===== config.mk =====
export PLATFORM = sky130hd
export DESIGN_NAME = fullchip_psum_merger
export DESIGN_NICKNAME = d
export VERILOG_FILES = /design/src/rtl/fullchip_psum_merger_pkg.sv /design/src/rtl/fullchip_psum_merger_psum_row_fifo.sv /design/src/rtl/fullchip_psum_merger.sv
export SDC_FILE = /design/constraint.sdc
export NUM_CORES = 2
export LEC_CHECK = 0
export ABC_AREA = 1
export BUFFER_PORTS_ARGS = -buffer_cell sky130_fd_sc_hd__buf_2
export CORE_ASPECT_RATIO = 0.7
export CORE_MARGIN = 2
export CORE_UTILIZATION = 56
export CTS_BUF_LIST = sky130_fd_sc_hd__clkbuf_8
export CTS_CLUSTER_DIAMETER = 80
export CTS_CLUSTER_SIZE = 28
export DETAILED_ROUTE_END_ITERATION = 8
export PLACE_DENSITY_LB_ADDON = 0.15
export SYNTH_ARGS = -nofsm -noshare
export SYNTH_HDL_FRONTEND = slang
export SYNTH_SLANG_ARGS = --single-unit

===== constraint.sdc =====
create_clock -name clk -period 9.8 [get_ports clk]
set_input_delay 1.96 -clock clk [delete_from_list [all_inputs] [get_ports clk]]
set_output_delay 1.96 -clock clk [all_outputs]
set_load 0.1 [all_outputs]

===== src/rtl/fullchip_psum_merger_pkg.sv =====
// Shared widths, helpers and defaults for the fullchip psum merger.
package fullchip_psum_merger_pkg;

    localparam int unsigned DefCol    = 8;
    localparam int unsigned DefBwPsum = 20;
    localparam int unsigned DefNCore  = 2;
    localparam int unsigned DefDepth  = 4;
    localparam int unsigned DefTagW   = 8;

    typedef enum logic {
        SumSigned = 1'b0,
        SumAbs    = 1'b1
    } sum_mode_e;

    // Ceiling log2, with clog2_f(1) = 0.
    function automatic int unsigned clog2_f(input int unsigned v);
        int unsigned r;
        r = 0;
        while ((64'd1 << r) < 64'(v)) begin
            r = r + 1;
        end
        return r;
    endfunction

    // Width of one core's lane sum; the extra bit covers the +2^(bw-1) magnitude.
    function automatic int unsigned sum_w(input int unsigned col, input int unsigned bw);
        return bw + clog2_f(col) + 1;
    endfunction

    // Width of the chip-wide lane sum.
    function automatic int unsigned tot_w(input int unsigned col, input int unsigned bw,
                                          input int unsigned n);
        return sum_w(col, bw) + clog2_f(n);
    endfunction

    // Bit offset of a core row within the packed bus.
    function automatic int unsigned row_lsb(input int unsigned core, input int unsigned col,
                                            input int unsigned bw);
        return core * col * bw;
    endfunction

    // Bit offset of lane j of core k within the packed bus.
    function automatic int unsigned lane_lsb(input int unsigned core, input int unsigned lane,
                                             input int unsigned col, input int unsigned bw);
        return (core * col + lane) * bw;
    endfunction

endpackage


===== src/rtl/fullchip_psum_merger_psum_row_fifo.sv =====
// Per-core row FIFO: wrap-bit pointers, head read combinationally from storage.
module psum_row_fifo
    import fullchip_psum_merger_pkg::*;
#(
    parameter int unsigned width = 160,
    parameter int unsigned depth = 4
) (
    input  logic             clk,
    input  logic             reset,
    input  logic             flush,
    input  logic             wr_en,
    input  logic [width-1:0] wr_data,
    input  logic             rd_en,
    output logic [width-1:0] rd_data,
    output logic             full,
    output logic             empty
);

    localparam int unsigned AW = (depth > 1) ? clog2_f(depth) : 1;
    localparam logic [AW:0] PtrOne = (AW + 1)'(1);

    logic [AW:0]      wr_ptr_q, wr_ptr_d;
    logic [AW:0]      rd_ptr_q, rd_ptr_d;
    logic [width-1:0] mem_q [depth];
    logic             do_wr, do_rd;

    assign full  = (wr_ptr_q[AW-1:0] == rd_ptr_q[AW-1:0]) && (wr_ptr_q[AW] != rd_ptr_q[AW]);
    assign empty = (wr_ptr_q == rd_ptr_q);

    // Guard against misuse even though the top already gates both strobes.
    assign do_wr = wr_en && !full && reset && !flush;
    assign do_rd = rd_en && !empty;

    assign rd_data = mem_q[rd_ptr_q[AW-1:0]];

    // Pointer advance.
    always_comb begin
        wr_ptr_d = wr_ptr_q;
        rd_ptr_d = rd_ptr_q;
        if (do_wr) wr_ptr_d = wr_ptr_q + PtrOne;
        if (do_rd) rd_ptr_d = rd_ptr_q + PtrOne;
    end

    // Pointer registers; reset and flush both empty the FIFO.
    always_ff @(posedge clk) begin
        if (!reset || flush) begin
            wr_ptr_q <= '0;
            rd_ptr_q <= '0;
        end else begin
            wr_ptr_q <= wr_ptr_d;
            rd_ptr_q <= rd_ptr_d;
        end
    end

    // Row storage; contents are don't-care while empty, so no reset.
    always_ff @(posedge clk) begin
        if (do_wr) mem_q[wr_ptr_q[AW-1:0]] <= wr_data;
    end

endmodule


===== src/rtl/fullchip_psum_merger.sv =====
// Merges one psum row per core into an output beat with a chip-wide lane sum.
module fullchip_psum_merger
    import fullchip_psum_merger_pkg::*;
#(
    parameter int unsigned col     = DefCol,
    parameter int unsigned bw_psum = DefBwPsum,
    parameter int unsigned n_core  = DefNCore,
    parameter int unsigned depth   = DefDepth,
    parameter int unsigned tag_w   = DefTagW
) (
    input  logic                                   clk,
    input  logic                                   reset,
    input  logic                                   flush,
    input  logic                                   abs_mode,
    input  logic [n_core-1:0]                      in_valid,
    input  logic [n_core*col*bw_psum-1:0]          in_data,
    output logic [n_core-1:0]                      in_ready,
    output logic                                   out_valid,
    input  logic                                   out_ready,
    output logic [n_core*col*bw_psum-1:0]          out_data,
    output logic [tot_w(col, bw_psum, n_core)-1:0] out_sum,
    output logic [tag_w-1:0]                       out_tag,
    output logic [n_core-1:0]                      err_ovf
);

    localparam int unsigned RW = col * bw_psum;
    localparam int unsigned TW = tot_w(col, bw_psum, n_core);
    localparam logic [bw_psum-1:0] LaneZero = '0;
    localparam logic [tag_w-1:0]   TagOne   = tag_w'(1);

    logic [n_core-1:0]    fifo_full, fifo_empty, wr_en;
    logic [n_core*RW-1:0] heads;
    logic                 merge;

    logic                 out_valid_q, out_valid_d;
    logic [n_core*RW-1:0] out_data_q, out_data_d;
    logic [TW-1:0]        out_sum_q, out_sum_d;
    logic [tag_w-1:0]     out_tag_q, out_tag_d;
    logic [tag_w-1:0]     tag_cnt_q, tag_cnt_d;
    logic [n_core-1:0]    err_q, err_d;

    logic [TW-1:0]        lane_sum;
    logic [bw_psum-1:0]   lane, mag;
    logic [TW-1:0]        term;

    // Ready depends only on registered FIFO state, never on a same-cycle pop.
    assign in_ready = ~fifo_full;
    assign wr_en    = in_valid & ~fifo_full;
    assign merge    = (&(~fifo_empty)) && (!out_valid_q || out_ready);

    for (genvar k = 0; k < n_core; k++) begin : g_fifo
        psum_row_fifo #(
            .width (RW),
            .depth (depth)
        ) u_fifo (
            .clk     (clk),
            .reset   (reset),
            .flush   (flush),
            .wr_en   (wr_en[k]),
            .wr_data (in_data[row_lsb(k, col, bw_psum) +: RW]),
            .rd_en   (merge),
            .rd_data (heads[row_lsb(k, col, bw_psum) +: RW]),
            .full    (fifo_full[k]),
            .empty   (fifo_empty[k])
        );
    end

    // Lane-sum tree over every head lane, signed or by magnitude.
    always_comb begin
        lane_sum = '0;
        lane     = '0;
        mag      = '0;
        term     = '0;
        for (int unsigned i = 0; i < n_core * col; i++) begin
            lane = heads[i*bw_psum +: bw_psum];
            if (sum_mode_e'(abs_mode) == SumAbs) begin
                // Unsigned negate maps -2^(bw-1) onto +2^(bw-1) exactly.
                mag  = lane[bw_psum-1] ? (LaneZero - lane) : lane;
                term = {{(TW - bw_psum){1'b0}}, mag};
            end else begin
                term = {{(TW - bw_psum){lane[bw_psum-1]}}, lane};
            end
            lane_sum = lane_sum + term;
        end
    end

    // Output register, tag counter and sticky overflow next-state.
    always_comb begin
        out_valid_d = out_valid_q;
        out_data_d  = out_data_q;
        out_sum_d   = out_sum_q;
        out_tag_d   = out_tag_q;
        tag_cnt_d   = tag_cnt_q;
        err_d       = err_q | (in_valid & fifo_full);
        if (merge) begin
            out_valid_d = 1'b1;
            out_data_d  = heads;
            out_sum_d   = lane_sum;
            out_tag_d   = tag_cnt_q;
            tag_cnt_d   = tag_cnt_q + TagOne;
        end else if (out_ready) begin
            out_valid_d = 1'b0;
        end
    end

    // State update; flush clears everything except the sticky errors.
    always_ff @(posedge clk) begin
        if (!reset) begin
            out_valid_q <= 1'b0;
            out_data_q  <= '0;
            out_sum_q   <= '0;
            out_tag_q   <= '0;
            tag_cnt_q   <= '0;
            err_q       <= '0;
        end else if (flush) begin
            out_valid_q <= 1'b0;
            out_data_q  <= '0;
            out_sum_q   <= '0;
            out_tag_q   <= '0;
            tag_cnt_q   <= '0;
        end else begin
            out_valid_q <= out_valid_d;
            out_data_q  <= out_data_d;
            out_sum_q   <= out_sum_d;
            out_tag_q   <= out_tag_d;
            tag_cnt_q   <= tag_cnt_d;
            err_q       <= err_d;
        end
    end

    assign out_valid = out_valid_q;
    assign out_data  = out_data_q;
    assign out_sum   = out_sum_q;
    assign out_tag   = out_tag_q;
    assign err_ovf   = err_q;

endmodule


== After elaboration in Yosys (flattened, before gate mapping) ==
Memory sizes are Yosys's and may differ from the RTL's. A register that Yosys moved wholly into a read port is not among the register bits.
Index checks and enable logic that the tools add are counted.

* Memories: 2
* Memory bits (writable): 1280
* Output and inout bits: 358
* Bits in registers: 376
* Input port bits: 327
* Logic and storage cells: 125

{| class="wikitable"
|+ Memory list
! name !! words !! width !! read ports !! clocked after memory_dff !! write ports !! RTL line !! source
|-
| g_fifo[0].u_fifo.mem_q || 4 || 160 || 1 || 1 || 1 || fullchip_psum_merger_psum_row_fifo.sv:24 || <nowiki>logic [width-1:0] mem_q [depth];</nowiki>
|-
| g_fifo[1].u_fifo.mem_q || 4 || 160 || 1 || 1 || 1 || fullchip_psum_merger_psum_row_fifo.sv:24 ||
|}

* Mux-type cells: 42
* Add/subtract/negate cells: 36
* Bitwise operators: 6
* Reductions and logical operators: 23
* Equal/unequal tests: 6

{| class="wikitable"
|+ Operators with widths
! operator !! number
|-
| 25-bit 2-to-1 mux || 16
|-
| 25-bit adder || 15
|-
| 20-bit 2-to-1 mux || 16
|-
| 1-bit by 20-bit subtractor with 20-bit output (first input constant) || 16
|-
| 3-bit by 1-bit adder with 3-bit output (second input constant) || 4
|-
| 1-bit logical AND || 11
|-
| 8-bit by 1-bit adder with 8-bit output (second input constant) || 1
|-
| 2-bit 2-to-1 mux || 4
|-
| 1-bit logical NOT || 7
|-
| 3-bit equality test || 2
|-
| 1-bit 2-to-1 mux || 6
|-
| 2-bit AND || 2
|-
| 2-bit equality test || 2
|-
| 2-bit inverter || 2
|-
| 1-bit logical OR || 2
|-
| 1-bit != test || 2
|-
| 2-bit bitwise OR || 1
|-
| 2-bit AND reduction || 1
|-
| 2-bit nonzero test || 1
|-
| 2-bit OR reduction || 1
|-
| 1-bit inverter || 1
|}

== Logic depth before layout (Yosys ltp) ==
* Depth after elaboration: 18
* Gate-level depth with buffers: 40
* Mapped depth without buffers: 37

== By module ==
From an unflattened synthesis, not the netlist that was laid out.

* Cells, all modules: 7111
* Area, all modules: 76773.6 um^2

{| class="wikitable"
|+ Modules (own cells, without submodules)
! module !! cells an instance !! sequential area each (um^2) !! instances !! area each (um^2)
|-
| psum_row_fifo || 1622 || 19378.6 || 2 || 24034.3
|-
| fullchip_psum_merger || 3867 || 7287.0 || 1 || 28705.0
|}

== Worst setup path after synthesis ==
Ideal clock, no wire load.

* Kind: input to register
* Start point: in reset
* End point: reg g_fifo[0].u_fifo.wr_ptr_q[2]
* Buffers on the path: 0
* Required time: 9.680 ns
* Setup slack: -0.258 ns
* Stages: 6
* Setup time: 0.120 ns
* Data arrival time: 9.938 ns
* Path through: inv_1 > nor2_1 > nand3_1 > nor2_1 > o21ai_0 > a21oi_1

* Word-level cells in the longest chain between the ends: 2
* Elaborated cells between the ends (all ways): 4
* Those cells by class: 4 x reduce/logical

{| class="wikitable"
|+ RTL lines
! what !! RTL line !! source
|-
| start: declaration || fullchip_psum_merger.sv:12 || <nowiki>input logic reset,</nowiki>
|-
| 1-bit logical AND or 1-bit logical NOT (tied branches) || fullchip_psum_merger_psum_row_fifo.sv:31, fullchip_psum_merger_psum_row_fifo.sv:46 ||
|-
| 1-bit logical AND or 1-bit logical OR (tied branches) || fullchip_psum_merger_psum_row_fifo.sv:31, fullchip_psum_merger_psum_row_fifo.sv:46 ||
|-
| end signal: assignment || fullchip_psum_merger_psum_row_fifo.sv:50 || <nowiki>wr_ptr_q <= wr_ptr_d;</nowiki>
|-
| end: declaration || fullchip_psum_merger_psum_row_fifo.sv:22 || <nowiki>logic [AW:0] wr_ptr_q, wr_ptr_d;</nowiki>
|}

Several ways; a longest one is shown, not always the timed one.
A chain may end at the register's enable or synchronous reset.

==> summary.md <==
| Metric | Value |
|---|---|
| Die Wd | 449 µm |
| Postcts setup bufs | 0 |
| Count leader, synth | nand2_1 |
| Met3 wire length | 29,400 µm |
| Worst path bufs/invs | 7 |
| Final net count | 8,627 |
| Crit end category | flop |
| Total power | 26.9 mW |
| Pre-Repair DR Iteration Count | 7 |
| Synthesized cell area | 77,600 µm² |
| Post-DP HPWL | 181,000 µm |
| Post-Syn Nets | 8,151 |
| Main synth FF type | edfxtp_1 |
| Slew @ Worst Pin | 1.20 ns |
| DRC viols | 0 |
| Area grow syn2layout | 8.13% |
| FMAX | 118 MHz |
| Max-cap violations | 0 |
| Routed WL | 249,000 µm |
| Worst setup margin | 1.30 ns |
| Avg Cell Area, Syn | 10.4 µm² |
| Vias in the first global route | 51,200 |
| Top-area cell type share of the netlist area | 0.495 |
| WP depth | 31 |
| Number of port buffers | 684 |
| Largest area contributor in the netlist | edfxtp_1 |
| Synthesized flop and latch total | 1,660 |
| Hold_buf cts | 0 |
| Wirelength per Cell | 25.2 µm |
| Leakage power | 34.6 nW |
| Clock Tree Buf Depth | 3 |
| Hold Path Stages | 2 |
| CP required | 10.58 ns |
| Critical path fanouts, max | 81 |
| Antenna Nets Post-Route | 0 |
| Initial Util | 0.564 |
| Crit path kind | flop to flop |
| Gr ovfl total | 0 |
| Initial antenna violation count | 56 |
| CP delay by family, top | adder cells |
| RSZ-0062 raised after global routing | no |
| Final period utilization | 0.868 |
| Final Hold Vio Count | 0 |
| Clk slew on worst S/H paths | 0.16 ns |
| Main area contributors after synthesis | edfxtp_1, nand2_1, dfxtp_1 |
| Critical Path Max Stage Delay | 0.75 ns |
| Setup TNS | 0 ns |
| Die H | 316 µm |
| FF-to-FF path depth | 31 |
| Data arrival, critical path | 9.29 ns |
| Core box area | 138,000 µm² |
| Clk_lat worst skew | 0.88 ns |
| Pre-CTS setup slack | 1.01 ns |
| Final setup vio count | 0 |
| Cell variety after synth | 45 |
| Num CTS Buffers | 72 |
| Maximum vdd drop | 1090 µV |
| Synth warnings | 0 |
| Clock root cell | clkbuf_8 |
| Setup crit start kind | flop |
| Crit path top cell by count | nand2_1 |
| FP Rows | 114 |
| CTS tree | done |
| Post-synth EDFFs | 1,280 |
| Reg2Reg Setup Slack | 1.30 ns |
| Final Critical Period | 8.50 ns |
| Async SR Flop Fraction | 0 |
| Final core occ | 0.609 |
| CTS sink cnt | 1,660 |
| Outcome | completed |
| Top Ports | 685 |
| Pins Over Slew Limit | 0 |
| CTS resizes | 0 |
| Met2 wire length | 107,000 µm |
| First DRT Iteration DRCs | 7,149 |
| Sequential area share after synthesis | 0.593 |
| Crit-path slowest cell | dfxtp_4 |
| Pwr dens | 321 nW/µm² |
| Final GP Congestion | 1.05 |
| Vias | 56,700 |
| M1 WL | 103,000 µm |
| Die area | 142,000 µm² |
| Share of cells above drive strength 1 | 0.115 |
| Largest net degree at the start of global routing | 216 |
| Vias/cell | 5.74 |
| Worst Skew | 0.0387 ns |
| Synth cell count leaders | nand2_1, edfxtp_1, nand3_1 |
| Mapped Cells | 7,465 |
| H-tree depth | 3 |
| First-pass GRT wire length | 354,000 µm |
| Filler cell count | 11,600 |
| Total track usage | 0.344 |
| Max-slew headroom | 0.198 |
| Top layer in use | met5 |
| Worst hold path class | flop to flop |
placed cells by master (no fill, tap or decap), types with 15 or more instances in the layout:
master    instances
o21ai_1          37
nor2_1          174
nor2_2           18
inv_2            15
xnor2_1          82
nand3_1         676
nor3_1           18
buf_12           17
xor2_1          156
fa_1            302
clkbuf_8         76
buf_2           684
ha_1             57
diode_2          27
nand2_1        2164
nand3b_1         22
buf_4            52
nand4_1          50
dfxtp_1         376
a32oi_1          17
o21a_1           16
a21oi_1         448
inv_1           691
o21ai_0         454
edfxtp_1       1280
final cells by class:
| type | count | area (µm²) | share of cell area |
|---|---|---|---|
| Sequential cell | 1660 | 46100 | 0.549 |
| Multi-Input combinational cell | 4781 | 27400 | 0.326 |
| Timing Repair Buffer | 754 | 4170 | 0.0496 |
| Inverter | 672 | 2550 | 0.0304 |
| Tap cell | 1856 | 2320 | 0.0277 |
| Clock buffer | 76 | 1050 | 0.0125 |
| Clock inverter | 55 | 348 | 0.00414 |
| Antenna cell | 27 | 67.6 | 0.000805 |
path summary, 6_finish.rpt:
path                            from                  endpoint
max                             flop  out_sum[17]$_SDFFE_PP0P_
min          out_sum[0]$_SDFFE_PP0P_   out_sum[0]$_SDFFE_PP0P_
min reg2reg  out_sum[0]$_SDFFE_PP0P_   out_sum[0]$_SDFFE_PP0P_
max reg2reg                     flop  out_sum[17]$_SDFFE_PP0P_
state kept, by name, indices dropped and copies added (netlist names), named ones only:
| register | flops |
|---|---|
| err_ovf | 2 |
| out_data | 320 |
| tag_cnt_q | 8 |
| g_fifo.u_fifo.mem_q | 1280 |
| g_fifo.u_fifo.rd_ptr_q | 6 |
| g_fifo.u_fifo.wr_ptr_q | 6 |
| out_sum | 25 |
| out_tag | 8 |
| out_valid | 1 |
routing by layer:
layer	track usage	vias to the layer above
li1	-	25800
met1	0.501	27500
met2	0.501	2822
met3	0.101	434
met4	0.107	48
met5	0	-
worst min-delay path: stages (launching register included):
cell,delay [ns]
dfxtp_1,0.34
nand2_1,0.06
a21oi_1,0.05
stage by stage:
step,hold WS (ns),area [µm²],instances
after floorplan,0.442,77700,7465
after global placement,0.441,82500,9722
after detailed placement,0.444,82500,9722
after CTS,0.479,83900,9853
after global routing,0.500,83900,9866
final,0.477,84000,9881
kinds of logic (layout without fill, tap and decap cells):
logic type | Yosys count | after routing | synth area share
XOR/XNOR | 238 | 238 | 0.0268
other | 0 | 27 | 0
adder cells (fa/ha/maj) | 359 | 359 | 0.0870
buffers and inverters | 1024 | 1557 | 0.0551
AND/OR/NAND/NOR | 3154 | 3154 | 0.168
flip-flops | 1660 | 1660 | 0.593
AO/OA/AOI/OAI | 1030 | 1030 | 0.0698
where the power goes:
part	switching (mW)	internal, mW
sequential	0.0231	7.65
combinational	10.8	5.50
clock	2.09	0.815
Note: power is estimated with default switching activity, not from simulation.
